`src/rtl/seg_scan_controller_pkg.sv`:
```
// Shared definitions for the 7-segment scan controller: state codes, blank patterns and
// the active-low hex segment table ({g,f,e,d,c,b,a}).
package seg_scan_controller_pkg;

    typedef logic [1:0] state_t;

    localparam state_t StIdle  = 2'd0;
    localparam state_t StFetch = 2'd1;
    localparam state_t StBlank = 2'd2;
    localparam state_t StShow  = 2'd3;

    localparam logic [3:0] EnableOff = 4'hF;
    localparam logic [6:0] SegOff    = 7'h7F;

    function automatic logic [6:0] hex_seg(input logic [3:0] nibble);
        logic [6:0] seg;
        case (nibble)
            4'h0:    seg = 7'h40;
            4'h1:    seg = 7'h79;
            4'h2:    seg = 7'h24;
            4'h3:    seg = 7'h30;
            4'h4:    seg = 7'h19;
            4'h5:    seg = 7'h12;
            4'h6:    seg = 7'h02;
            4'h7:    seg = 7'h78;
            4'h8:    seg = 7'h00;
            4'h9:    seg = 7'h10;
            4'hA:    seg = 7'h08;
            4'hB:    seg = 7'h03;
            4'hC:    seg = 7'h46;
            4'hD:    seg = 7'h21;
            4'hE:    seg = 7'h06;
            default: seg = 7'h0E;
        endcase
        return seg;
    endfunction

    // One-hot-low anode pattern; digit 0 is the rightmost digit.
    function automatic logic [3:0] digit_enable(input logic [1:0] digit);
        return ~(4'b0001 << digit);
    endfunction

endpackage

```
`src/rtl/seg_scan_controller_if.sv`:
```
// Processor debug read port as seen by the display scan controller.
interface seg_scan_controller_if;

    logic        rd_req;
    logic [2:0]  rd_addr;
    logic        rd_ack;
    logic [15:0] rd_data;

    modport master (
        output rd_req,
        output rd_addr,
        input  rd_ack,
        input  rd_data
    );

    modport slave (
        input  rd_req,
        input  rd_addr,
        output rd_ack,
        output rd_data
    );

endinterface

```
`src/rtl/seg_scan_controller_hex_to_seg.sv`:
```
// Combinational 4-bit to active-low 7-segment decoder, shared by the display blocks.
module seg_scan_controller_hex_to_seg
    import seg_scan_controller_pkg::*;
(
    input  logic [3:0] nibble,
    output logic [6:0] seg
);

    always_comb begin
        seg = hex_seg(nibble);
    end

endmodule

```
`src/rtl/seg_scan_controller.sv`:
```
// Fetches a 16-bit word over the debug read port and scans its nibbles onto a 4-digit display.
// Define SEG_ZERO_BLANK_EN to suppress leading-zero digits (digit 0 always lit).
module seg_scan_controller
    import seg_scan_controller_pkg::*;
#(
    parameter int unsigned DWELL_CYC   = 50000,
    parameter int unsigned BLANK_CYC   = 500,
    parameter int unsigned TIMEOUT_CYC = 16,
    parameter int unsigned CNT_W       = 16
) (
    input  logic                         clk,
    input  logic                         reset,
    input  logic [2:0]                   sw,
    seg_scan_controller_if.master        rd,
    output logic [3:0]                   ENABLE,
    output logic [6:0]                   LEDOUT,
    output logic                         stale
);

    localparam logic [CNT_W-1:0] DwellLast   = CNT_W'(DWELL_CYC - 1);
    localparam logic [CNT_W-1:0] BlankLast   = CNT_W'(BLANK_CYC - 1);
    localparam logic [CNT_W-1:0] TimeoutLast = CNT_W'(TIMEOUT_CYC - 1);

    state_t            state_q, state_d;
    logic [CNT_W-1:0]  cnt_q, cnt_d;
    logic [1:0]        digit_q, digit_d;
    logic [15:0]       word_q, word_d;
    logic              stale_q, stale_d;
    logic              req_q, req_d;
    logic [2:0]        addr_q, addr_d;
    logic [3:0]        enable_q, enable_d;
    logic [6:0]        led_q, led_d;
    logic [3:0]        nibble;
    logic [6:0]        seg;
    logic              lit;

    always_comb begin
        state_d = state_q;
        cnt_d   = cnt_q + CNT_W'(1);
        digit_d = digit_q;
        word_d  = word_q;
        stale_d = stale_q;
        req_d   = req_q;
        addr_d  = addr_q;
        case (state_q)
            StIdle: begin
                state_d = StFetch;
                req_d   = 1'b1;
                addr_d  = sw;
                cnt_d   = '0;
            end
            StFetch: begin
                if (req_q && rd.rd_ack) begin
                    word_d  = rd.rd_data;
                    stale_d = 1'b0;
                    req_d   = 1'b0;
                    digit_d = 2'd0;
                    state_d = StBlank;
                    cnt_d   = '0;
                end else if (cnt_q == TimeoutLast) begin
                    // Abandon the fetch but keep showing the previous word.
                    req_d   = 1'b0;
                    stale_d = 1'b1;
                    digit_d = 2'd0;
                    state_d = StBlank;
                    cnt_d   = '0;
                end
            end
            StBlank: begin
                if (cnt_q == BlankLast) begin
                    state_d = StShow;
                    cnt_d   = '0;
                end
            end
            default: begin
                if (cnt_q == DwellLast) begin
                    cnt_d = '0;
                    if (digit_q == 2'd3) begin
                        state_d = StFetch;
                        req_d   = 1'b1;
                        addr_d  = sw;
                    end else begin
                        digit_d = digit_q + 2'd1;
                        state_d = StBlank;
                    end
                end
            end
        endcase
    end

    assign nibble = word_q[{digit_d, 2'b00} +: 4];

    seg_scan_controller_hex_to_seg u_hex_to_seg (
        .nibble (nibble),
        .seg    (seg)
    );

`ifdef SEG_ZERO_BLANK_EN
    logic [3:0] higher_nz;
    always_comb begin
        higher_nz = {|word_q[15:12], |word_q[15:8], |word_q[15:4], 1'b1};
        lit       = higher_nz[digit_d];
    end
`else
    assign lit = 1'b1;
`endif

    // Outputs are computed from next-state so anodes and segments switch on the same edge.
    always_comb begin
        enable_d = EnableOff;
        led_d    = SegOff;
        if (state_d == StShow && lit) begin
            enable_d = digit_enable(digit_d);
            led_d    = seg;
        end
    end

    always_ff @(posedge clk or posedge reset) begin
        if (reset) begin
            state_q  <= StIdle;
            cnt_q    <= '0;
            digit_q  <= 2'd0;
            word_q   <= 16'h0000;
            stale_q  <= 1'b0;
            req_q    <= 1'b0;
            addr_q   <= 3'd0;
            enable_q <= EnableOff;
            led_q    <= SegOff;
        end else begin
            state_q  <= state_d;
            cnt_q    <= cnt_d;
            digit_q  <= digit_d;
            word_q   <= word_d;
            stale_q  <= stale_d;
            req_q    <= req_d;
            addr_q   <= addr_d;
            enable_q <= enable_d;
            led_q    <= led_d;
        end
    end

    assign rd.rd_req  = req_q;
    assign rd.rd_addr = addr_q;
    assign ENABLE     = enable_q;
    assign LEDOUT     = led_q;
    assign stale      = stale_q;

    assert property (@(posedge clk) disable iff (reset) $countones(~ENABLE) <= 1);
    assert property (@(posedge clk) disable iff (reset) (ENABLE != EnableOff) |-> (state_q == StShow));

endmodule

```
`src/flat_wrapper.sv`:
```
// flat-port wrapper written by rule: the top's interface ports become plain ports
module seg_scan_controller_flat import seg_scan_controller_pkg::*;
#(
    parameter int unsigned DWELL_CYC   = 50000,
    parameter int unsigned BLANK_CYC   = 500,
    parameter int unsigned TIMEOUT_CYC = 16,
    parameter int unsigned CNT_W       = 16
)
  (clk, reset, sw, ENABLE, LEDOUT, stale, rd_rd_req, rd_rd_addr, rd_rd_ack, rd_rd_data);
  seg_scan_controller_if rd_i ();
  input  logic clk;
  input  logic reset;
  input  logic [2:0] sw;
  output logic [3:0] ENABLE;
  output logic [6:0] LEDOUT;
  output logic stale;
  output wire logic [$bits(rd_i.rd_req)-1:0] rd_rd_req;
  output wire logic [$bits(rd_i.rd_addr)-1:0] rd_rd_addr;
  input wire logic [$bits(rd_i.rd_ack)-1:0] rd_rd_ack;
  input wire logic [$bits(rd_i.rd_data)-1:0] rd_rd_data;
  assign rd_rd_req = rd_i.rd_req;
  assign rd_rd_addr = rd_i.rd_addr;
  assign rd_i.rd_ack = rd_rd_ack;
  assign rd_i.rd_data = rd_rd_data;
  seg_scan_controller #(.DWELL_CYC(DWELL_CYC), .BLANK_CYC(BLANK_CYC), .TIMEOUT_CYC(TIMEOUT_CYC), .CNT_W(CNT_W)) u_core (.clk(clk), .reset(reset), .sw(sw), .rd(rd_i), .ENABLE(ENABLE), .LEDOUT(LEDOUT), .stale(stale));
endmodule
```
`config.mk`:
```
export PLATFORM = sky130hd
export DESIGN_NAME = seg_scan_controller_flat
export DESIGN_NICKNAME = d
export VERILOG_FILES = /design/src/rtl/seg_scan_controller_pkg.sv /design/src/rtl/seg_scan_controller_if.sv /design/src/rtl/seg_scan_controller_hex_to_seg.sv /design/src/rtl/seg_scan_controller.sv /design/src/flat_wrapper.sv
export SDC_FILE = /design/constraint.sdc
export NUM_CORES = 1
export LEC_CHECK = 0
export ABC_AREA = 1
export CORE_MARGIN = 10
export CORE_UTILIZATION = 50
export CTS_BUF_LIST = sky130_fd_sc_hd__clkbuf_8
export CTS_CLUSTER_SIZE = 16
export DETAILED_ROUTE_END_ITERATION = 16
export GPL_TIMING_DRIVEN = 0
export PLACE_DENSITY_LB_ADDON = 0.3
export SLEW_MARGIN = 20
export SYNTH_ARGS = -nofsm -noshare
export SYNTH_HDL_FRONTEND = slang
export SYNTH_HIERARCHICAL = 1
export SYNTH_SLANG_ARGS = --single-unit
```
`constraint.sdc`:
```
create_clock -name clk -period 3.3 [get_ports clk]
set_input_delay 0.66 -clock clk [delete_from_list [all_inputs] [get_ports clk]]
set_output_delay 0.66 -clock clk [all_outputs]
set_load 0.005 [all_outputs]
```
==> results.cfg <==
[cts]
tritoncts = built
cts_sinks = 52
cts_buffers = 5
cts_buffer_depth = 2
postCtsSetupBuffers = 0
cts_root_buffer = clkbuf_8
hold_buffers = 0
clk_pin_slew_ns = 0.09
clock_latency_ns = 0.30
cts_resized = 0
cts_htree_levels = 2

[cells_and_area]
areaGrowthSynthToFinish_pct = 19.33
layout-drive-gt1-share = 0.1753
final_nets = 421
fin_cells = 460
final_util = 0.6281
num_antenna_cells = 0
postLayoutCellArea_mm2 = 0.003522
fillCellCount = 482

[setup_path]
timing.rr.end = u_core/LEDOUT[3]$_DFF_PP1_
crit_path_frequent_cell = nand2_1
critical-path-max-stage-delay_ns = 0.43
regToRegStartpoint = u_core/state_q[1]$_DFF_PP0_
critPathLaunch = u_core/state_q[1]$_DFF_PP0_
endpoint_kind = flop
critPathLaunchType = flop
cp_data_arrival_time_ns = 3.01
crit_required_ns = 3.53
cp_max_fo = 10
critPathKind = reg2reg
worst-path-buf-inv = 4
crit_family = simple AND/OR/NAND/NOR gates
cp.depth = 18
crit_path_top_delay_cell = dfrtp_1
worst-r2r-setup-slack_ns = 0.52
path_cells = inv_1 -> ha_1 -> clkbuf_1 -> nand3_2 -> nand2_4 -> nand2_4 -> nand2_4 -> buf_6 -> nand2_1 -> nand2_1 -> nand2_1 -> nand2_1 -> inv_1 -> ha_1 -> nand2_1 -> nand3_1 -> nand2_1 -> nand3b_1
reg2reg_depth = 18

[detailed_routing]
vias = 2343
drc = 0
drtIter0Drc = 222
vias_per_cell = 5.093
drtAntennaViolNets = 0
drt_pre_antenna_iters = 4
wl_per_cell_um = 12.89
totalWireLength_um = 5931

[global_route]
grt_use_total = 0.1248
grt_pass1_vias = 2249
overflow = 0
grt_pass1_wl_um = 10190
antenna_found_initial = 0
grt_max_degree = 36

[timing]
layout_min_cycle_time_ns = 2.777
setup_violations = 0
fmaxAchievable_mhz = 360.1
fin_tns_setup_ns = 0
finalCritPeriodShare = 0.8415
slew_viol_final = 0
grt_setup_unrepaired = no
max-slew-margin-rel = 0.5526
finalHoldViolations = 0
clock_skew_ns = 0.004048
worstMarginPinSlew_ns = 0.6666

[yosys]
synth_edf_count = 0
yosys.cell_types.count = 36
synth_area_per_cell_um2 = 8.630
ys_warn_count = 6
synthArstFlopShare = 1.000
synth_area_mm2 = 0.002952
syn-num-nets = 376
netlist.area_leader.share = 0.3476
ys_seq_area_frac = 0.4455
synth-seq-cells = 52
syn_inst = 342
synth_top_cell_by_area = dfrtp_1
synth_area_leaders = dfrtp_1 35%, nand2_1 11%, dfstp_2 9.8%, mux2_2 7.2%, nand3_1 6.3%
ys_top_cells_by_count = 83 x nand2_1, 41 x dfrtp_1, 37 x nand3_1, 37 x nor2_1, 26 x inv_1
synthMostInstantiatedCell = nand2_1
synth_flop_cell = dfrtp_1

[power_and_ir_drop]
clkPwrFrac = 0.347
seqPwrFrac = 0.610
power.density_mw_per_mm2 = 297.9
p_sw_uw = 216.4
p_sw_frac = 0.2062
p_int_uw = 832.9
vdd_drop_max_uv = 290.9
leakagePower_uw = 0.001702
combinationalPowerShare = 0.043
power.total_uw = 1049

[die]
rows = 27
fp.coreArea_mm2 = 0.005608
die-area_mm2 = 0.009376
die_w_um = 96.83
io-pin-count = 38
fp.dieH_um = 96.83
start_util = 0.5263

[placement]
place_congestion = 0.8628
placed_area_mm2 = 0.003432
io_buffers = 37
hpwl_um = 4630
place_inst = 452

[hold_path]
min_from = u_core/cnt_q[0]$_DFF_PP0_
min_to = u_core/cnt_q[0]$_DFF_PP0_
hold_path_depth = 1
min_path_type = reg2reg

[status]
status = finished clean

[run]
drv_cap = 0
==> sequential cells by signal, indices dropped and copies added (netlist names) <==
name	cells
u_core/cnt_q	16
u_core/word_q	16
u_core/LEDOUT	7
u_core/ENABLE	4
u_core/rd.rd_addr	3
u_core/digit_q	2
u_core/state_q	2
u_core/rd.rd_req	1
u_core/stale	1
==> kinds of logic after synthesis <==
kind of cell               count (synthesis)  synth area share
DFF                                       52            0.4455
and+or+nand+nor                          195            0.3103
adders and majority gates                 12           0.05087
buffers and inverters                     38           0.05849
xor gates and xnor gates                   6           0.01780
AOI/OAI and AO/OA                         20           0.04452
muxes                                     19           0.07249
==> power by group through the flow <==
stage	combinational (uW)	sequential, uW	clock (uW)
finish	45.3	640	364
floorplan	11.0	652	0
global placement	43.3	652	0
global route	50.5	641	402
detailed placement	46.8	652	0
CTS	46.9	640	379
==> how the worst max path moves through the flow <==
stage,end,slack (ns)
after floorplan,u_core/LEDOUT[3]$_DFF_PP1_,0.89
after global placement,u_core/LEDOUT[3]$_DFF_PP1_,0.38
after detailed placement,u_core/LEDOUT[3]$_DFF_PP1_,0.31
after CTS,u_core/LEDOUT[3]$_DFF_PP1_,0.50
after global routing,u_core/LEDOUT[3]$_DFF_PP1_,0.24
final,u_core/LEDOUT[3]$_DFF_PP1_,0.52
==> routing by layer <==
| layer | global-route usage | part of all wire | vias to the layer above |
|---|---|---|---|
| li1 | - | - | 1196 |
| met4 | 0.04059 | 0.012 | 0 |
| met2 | 0.1840 | 0.43 | 59 |
| met1 | 0.1631 | 0.48 | 1082 |
| met3 | 0.04755 | 0.070 | 6 |
| met5 | 0 | 0 | - |
==> stage by stage <==
step	hold WS, ns	setup WS (ns)
after floorplan	0.4251	0.8897
after global placement	0.4407	0.3801
after detailed placement	0.4504	0.3089
after CTS	0.4626	0.4994
after global routing	0.4789	0.2397
final	0.4598	0.5232
==> layout make-up <==
class | instances | area (um2) | area share
Clock buffer | 6 | 82.58 | 0.02345
Inverter | 30 | 112.6 | 0.03197
Buffer | 8 | 60.06 | 0.01705
Timing Repair Buffer | 38 | 390.4 | 0.1108
Sequential cell | 52 | 1315 | 0.3734
Multi-Input combinational cell | 252 | 1464 | 0.4156
Clock inverter | 2 | 7.507 | 0.002131
Tap cell | 72 | 90.09 | 0.02558
==> cells in the final DEF, fill, tap and decap left out, drive strengths merged <==
master         synthesis  routed
a21oi                  2       2
a31oi                  2       2
and3                   1       1
buf                    7       8
clkbuf                 1       7
clkdlybuf4s50          0      37
dfrtp                 41      41
dfstp                 11      11
ha                    12      12
inv                   30      32
mux2                  19      19
nand2                 91      91
nand3                 40      40
nand3b                 8       8
nand4                  2       2
nor2                  42      42
nor3                   7       7
nor3b                  2       2
nor4                   2       2
o211a                  1       1
o211ai                 1       1
o21ai                 13      13
o21bai                 1       1
xnor2                  1       1
xor2                   5       5
Note: power is estimated with default switching activity, not from simulation.
==> patch 1 (config.mk and constraints unchanged) <==
Add a define of `SEG_ZERO_BLANK_EN`.
--- a/src/rtl/seg_scan_controller.sv
+++ b/src/rtl/seg_scan_controller.sv
@@ -1,4 +1,6 @@
 // Fetches a 16-bit word over the debug read port and scans its nibbles onto a 4-digit display.
 // Define SEG_ZERO_BLANK_EN to suppress leading-zero digits (digit 0 always lit).
+`define SEG_ZERO_BLANK_EN
+
 module seg_scan_controller
     import seg_scan_controller_pkg::*;
Formal check against the unedited RTL: no difference found for any inputs over 10 cycles, from zero or initial values and one cycle with reset high; that may be too few to reach the edited logic, so the function may still have changed.
==> patch 1 against the unedited design <==
- sequential share of layout area is 1.2 points lower
- design area is 3.2% higher
- synthesized area grew 3.0%
- setup slack got worse by 100 ps
- power grew 6.3%
- wire length rose by 3.4%
- core utilization is 1.4 points lower
- non-clock buffer count rose by 1
- sequential cell count stayed put
- count of clock-buffer cells in the layout shrank 1
==> patch 1: results (changes against the unedited design) <==
Run status:
- The run finished with clean final reports.

Logic synthesis:
- By area the synthesized netlist is led by sky130_fd_sc_hd__dfrtp_1, sky130_fd_sc_hd__nand2_1, sky130_fd_sc_hd__dfstp_2.
- By count the netlist is led by sky130_fd_sc_hd__nand2_1, sky130_fd_sc_hd__inv_1, sky130_fd_sc_hd__dfrtp_1, sky130_fd_sc_hd__nor2_1, sky130_fd_sc_hd__nand3_1.
- The mean cell area of the mapped netlist is 8.148 um2 (-5.6%).
- The share of the yosys chip area belonging to registers is 43.27% (-1.3 points).
- The number of nets in the synthesized netlist is 408 (+8.5%).

Worst setup path:
- Grouping stages by cell kind, the critical path spends the most delay in simple AND/OR/NAND/NOR gates.
- The critical path arrival was 3110 ps (+100 ps).
- The worst register-to-register path begins at u_core/state_q[0]$_DFF_PP0_.
- The worst setup path is of the reg2reg kind.
- The top fanout value on the critical path was 8 (-2).
- The delay of the slowest critical-path stage is 520 ps (+90 ps).

Hold path:
- The path class of the tightest hold or removal check is reg2reg.

Finish:
- The share of cells above drive strength 1 is 15.51% (-2.0 points).
- The final instance count without filler cells is 494 (+7.4%).
- The final net count is 453 (+7.6%).
- The number of filler cells placed in the layout is 544 (+13%).

Place:
- The placer congestion estimate is 0.8442 (-2.2%).
- The half-perimeter wire length after placement is 4691 um (+1.3%).

Clock tree:
- The clock transition at the registers of the reported paths is 90 ps (about the same).
- The clock root buffer is sky130_fd_sc_hd__clkbuf_8.
- The maximum buffer depth of the clock tree is 2 (unchanged).
- The H-tree depth is 2 (unchanged).
- The number of buffers created by CTS came to 5 (unchanged).
- The number of buffers inserted to repair setup after CTS is 0 (unchanged).

STA:
- The worst clock skew on the final layout came to 9.628 ps (+5.580 ps).
- The measured slew at the worst slew-check pin was 409.9 ps (-256.7 ps).

Route:
- The per-cell via count in the routed design came to 5.012 (-1.6%).
- The wire length reported by the detailed router is 6130 um (+3.4%).
- The DRC violation total after the first TritonRoute iteration came to 132 (-41%).

Global route:
- The total routing usage reported by global routing is 12.85% (+0.37 points).
- The first-pass GRT wire length came to 10730 um (+5.3%).
- The maximum number of pins on one net before global-route repair is 37 (+2.8%).

Power and ir drop:
- The static leakage was 1.802 nW (+5.9%).
- The internal power summed over all cells is 0.8865 mW (+6.4%).
- The worst vdd rail ir drop is 0.0002299 V (-21%).
## patch 1: changes by cell type in the layout (fill, tap and decap cells not counted), sizes merged, moves of 8 or more
| cell | delta |
|---|---|
| a21oi | +12 |
| inv | +20 |
| mux2 | -12 |
| nand3b | -8 |
| nand4 | +16 |
| nor2 | +8 |
## patch 1: cells by family after synthesis
| logic type | count (synthesis) | synth area share, % |
|---|---|---|
| buffers and inverters | 62 | 8.892 |
| multiplexers | 7 | 2.594 |
| AO/OA/AOI/OAI | 33 | 6.258 |
| adder cells (fa/ha/maj) | 13 | 5.352 |
| flip-flops | 52 | 43.27 |
| XOR/XNOR | 5 | 1.441 |
| AND/OR/NAND/NOR | 201 | 32.19 |
## patch 1: final timing paths
path	endpoint	slack [ps]	cells after the start
hold / removal	u_core/cnt_q[0]$_DFF_PP0_	470	1
max in group asynchronous	u_core/LEDOUT[1]$_DFF_PP1_	2080	3
hold reg to reg	u_core/cnt_q[0]$_DFF_PP0_	470	1
min in group asynchronous	u_core/cnt_q[10]$_DFF_PP0_	640	2
setup reg to reg	u_core/LEDOUT[3]$_DFF_PP1_	420	17
setup / recovery	u_core/LEDOUT[3]$_DFF_PP1_	420	17
## patch 1: area by class of cell
| class | instances | area share, % |
|---|---|---|
| plain buffers | 9 | 1.928 |
| clock buffers | 5 | 1.893 |
| clock inverters | 3 | 1.170 |
| inverters | 53 | 5.508 |
| multi-input cells | 259 | 40.00 |
| flip-flops and latches | 52 | 36.18 |
| well taps | 75 | 2.582 |
| repair buffers | 38 | 10.74 |
## patch 1: routing by layer
layer  vias to the layer above  track usage, %  part of all wire, %
met2                        68           19.75                   43
met3                        11           4.722                  7.3
met1                      1115           15.92                   48
li1                       1282               -                    -
met5                         -               0                    0
met4                         0           5.145                  1.6
## patch 1: power by group through the flow
stage / Combinational [mW] / Sequential (mW) / Clock [mW]
after detailed placement: 0.0430 / 0.649 / 0
after global placement: 0.0393 / 0.649 / 0
after global routing: 0.0466 / 0.638 / 0.475
after floorplan: 0.0113 / 0.649 / 0
after CTS: 0.0431 / 0.637 / 0.450
final: 0.0415 / 0.637 / 0.436
## patch 1: through the flow
step / setup slack, ps / power, mW / area [um2]
after floorplan: 918.1 / 0.6608 / 3039
after global placement: 306.4 / 0.6887 / 3503
after detailed placement: 288.4 / 0.6924 / 3523
after CTS: 445.5 / 1.130 / 3635
after global routing: 107.2 / 1.159 / 3635
final: 419.9 / 1.115 / 3635
==> patch 2 (config.mk and constraints unchanged) <==
Without the edit above. `word_q` no longer has a reset.
--- a/src/rtl/seg_scan_controller.sv
+++ b/src/rtl/seg_scan_controller.sv
@@ -121,5 +121,4 @@
             cnt_q    <= '0;
             digit_q  <= 2'd0;
-            word_q   <= 16'h0000;
             stale_q  <= 1'b0;
             req_q    <= 1'b0;
@@ -131,5 +130,4 @@
             cnt_q    <= cnt_d;
             digit_q  <= digit_d;
-            word_q   <= word_d;
             stale_q  <= stale_d;
             req_q    <= req_d;
@@ -138,4 +136,8 @@
             led_q    <= led_d;
         end
+    end
+
+    always_ff @(posedge clk) begin
+        word_q <= word_d;
     end
 
Formal check against the unedited RTL: same outputs for any inputs over 10 cycles, from zero or initial values and one cycle with reset high; that may be too few to reach the edited logic, so the function may still have changed.
==> patch 2 against the unedited design <==
- setup slack worse by 5.0 ps
- power up 3.0%
- first-iteration DRC count down 62%
- sequential share of layout area up 3.2 points
- design area down 2.2%
- critical path depth unchanged
- fmax down 0.18%
- global-route usage up 1.1 points
- sequential cell count unchanged
- wire length down 2.8%
- synthesized area down 2.2%
- clock skew up 14 ps
- highest routed layer unchanged
==> patch 2: results (changes against the unedited design) <==
STA:
- The worst clock skew on the final layout is 17.80 ps (+13.75 ps).

Finish:
- The fraction of area in registers was 40.49% (+3.2 points).
- The number of clock buffer instances in the layout is 5 (-1).
- The share of cells above drive strength 1 is 15.45% (-2.1 points).
- The final instance count without filler cells is 441 (-4.1%).
- The final net count is 402 (-4.5%).
- The number of ordinary inverters in the final layout is 32 (+6.7%).
- The count of multi-input combinational gates is 234 (-7.1%).
- The non-clock buffer count in the final layout came to 43 (-6.5%).
- The number of filler cells placed in the layout is 502 (+4.1%).
- The clock tree cell share of total cell area came to 2.760% (+0.20 points).
- The buffering overhead came to 12.49% (-0.30 points).

Global route:
- The global-route met2 utilization came to 23.49% (+5.1 points).
- The met3 demand-to-capacity share in global routing is 3.891% (-0.86 points).
- The first-pass GRT wire length came to 9873 um (-3.1%).
- The routing usage on met1 came to 15.34% (-0.97 points).
- The total routing usage reported by global routing was 13.54% (+1.1 points).
- The initial antenna violation count is 0 (unchanged).
- The maximum number of pins on one net before global-route repair came to 37 (+2.8%).
- The number of global-route vias before repair was 2212 (-1.6%).

Route:
- The wire length on met3 is 347 um (-17%).
- The DRC violation total after the first TritonRoute iteration is 85 (-62%).
- The total number of vias was 2272 (-3.0%).
- The wire length reported by the detailed router came to 5763 um (-2.8%).
- The routed metal-1 wirelength is 2461 um (-14%).
- The detailed-routed wire length on met2 was 2846 um (+11%).

Floorplanning:
- The overall die area is 9215 um2 (-1.7%).

Worst setup path:
- The cell type group with the largest total delay on the critical path is simple AND/OR/NAND/NOR gates.
- The critical path arrival is 3020 ps (about the same).
- The delay of the slowest critical-path stage was 380 ps (-50 ps).
- The top fanout value on the critical path is 10 (unchanged).

Place:
- The half-perimeter wire length after placement is 4344 um (-6.2%).
- The cell area after placement is 3351 um2 (-2.4%).
- The placer congestion estimate is 0.8742 (+1.3%).
- The post-placement setup slack is 250.7 ps (-58.24 ps).

Clock tree:
- The clock latency of the later-clocked register in the worst-skew pair is 320 ps (+20 ps).

Logic synthesis:
- The async set or reset register ratio after synthesis was 69.23% (-31 points).
- The mean cell area of the mapped netlist was 8.913 um2 (+3.3%).
- The number of nets in the synthesized netlist came to 358 (-4.8%).
- Ranked by total cell area, the synthesized netlist is headed by sky130_fd_sc_hd__dfrtp_1, sky130_fd_sc_hd__edfxtp_1, sky130_fd_sc_hd__dfstp_2.
- The number of enable flip-flop cells after synthesis is 16 (+16).
- After synthesis, the most frequently instantiated cells are sky130_fd_sc_hd__nand2_1, sky130_fd_sc_hd__nand3_1, sky130_fd_sc_hd__nor2_1.
- The share of the yosys chip area belonging to registers is 48.31% (+3.8 points).

Run status:
- The run finished with clean final reports.

Power and ir drop:
- The worst vdd rail ir drop is 0.0001928 V (-34%).
- The power per unit of standard cell area came to 313.8 nW/um2 (+5.3%).
- The static leakage is 1.501 nW (-12%).
==> patch 2: changes by cell type after synthesis, sizes merged, moves of 2 or more <==
| cell | before | now |
|---|---|---|
| nand3 | 40 | 42 |
| edfxtp | 0 | 16 |
| dfrtp | 41 | 25 |
| a31oi | 2 | 0 |
| mux2 | 19 | 1 |
| nand4 | 2 | 5 |
| nor2 | 42 | 38 |
| a21oi | 2 | 4 |
| nand2 | 91 | 89 |
==> patch 2: worst paths after layout <==
kind | to | depth (start not counted) | from | slack (ps)
worst max-delay path | u_core/LEDOUT[3]$_DFF_PP1_ | 18 | u_core/cnt_q[0]$_DFF_PP0_ | 520
worst min-delay path | u_core/cnt_q[0]$_DFF_PP0_ | 1 | u_core/cnt_q[0]$_DFF_PP0_ | 460
worst max register to register | u_core/LEDOUT[3]$_DFF_PP1_ | 18 | u_core/cnt_q[0]$_DFF_PP0_ | 520
worst min register to register | u_core/cnt_q[0]$_DFF_PP0_ | 1 | u_core/cnt_q[0]$_DFF_PP0_ | 460
max in group asynchronous | u_core/state_q[0]$_DFF_PP0_ | 2 | reset | 2070
min in group asynchronous | u_core/cnt_q[14]$_DFF_PP0_ | 2 | reset | 760
==> patch 2: power by group <==
| group | internal, mW | total, mW | switching, mW |
|---|---|---|---|
| Combinational | 0.0215 | 0.0324 | 0.0110 |
| Sequential | 0.665 | 0.665 | 0 |
| Clock | 0.156 | 0.384 | 0.228 |
| Total | 0.842 | 1.08 | 0.239 |
==> patch 2: logic make-up (layout without fill, tap and decap cells) <==
family,after synthesis,in the layout,synth area share (%)
AND/OR/NAND/NOR,194,194,33.19
flip-flops,52,52,48.31
buffers and inverters,38,83,6.282
AO/OA/AOI/OAI,19,19,4.203
adder cells (fa/ha/maj),12,12,5.199
XOR/XNOR,8,8,2.426
multiplexers,1,1,0.3899
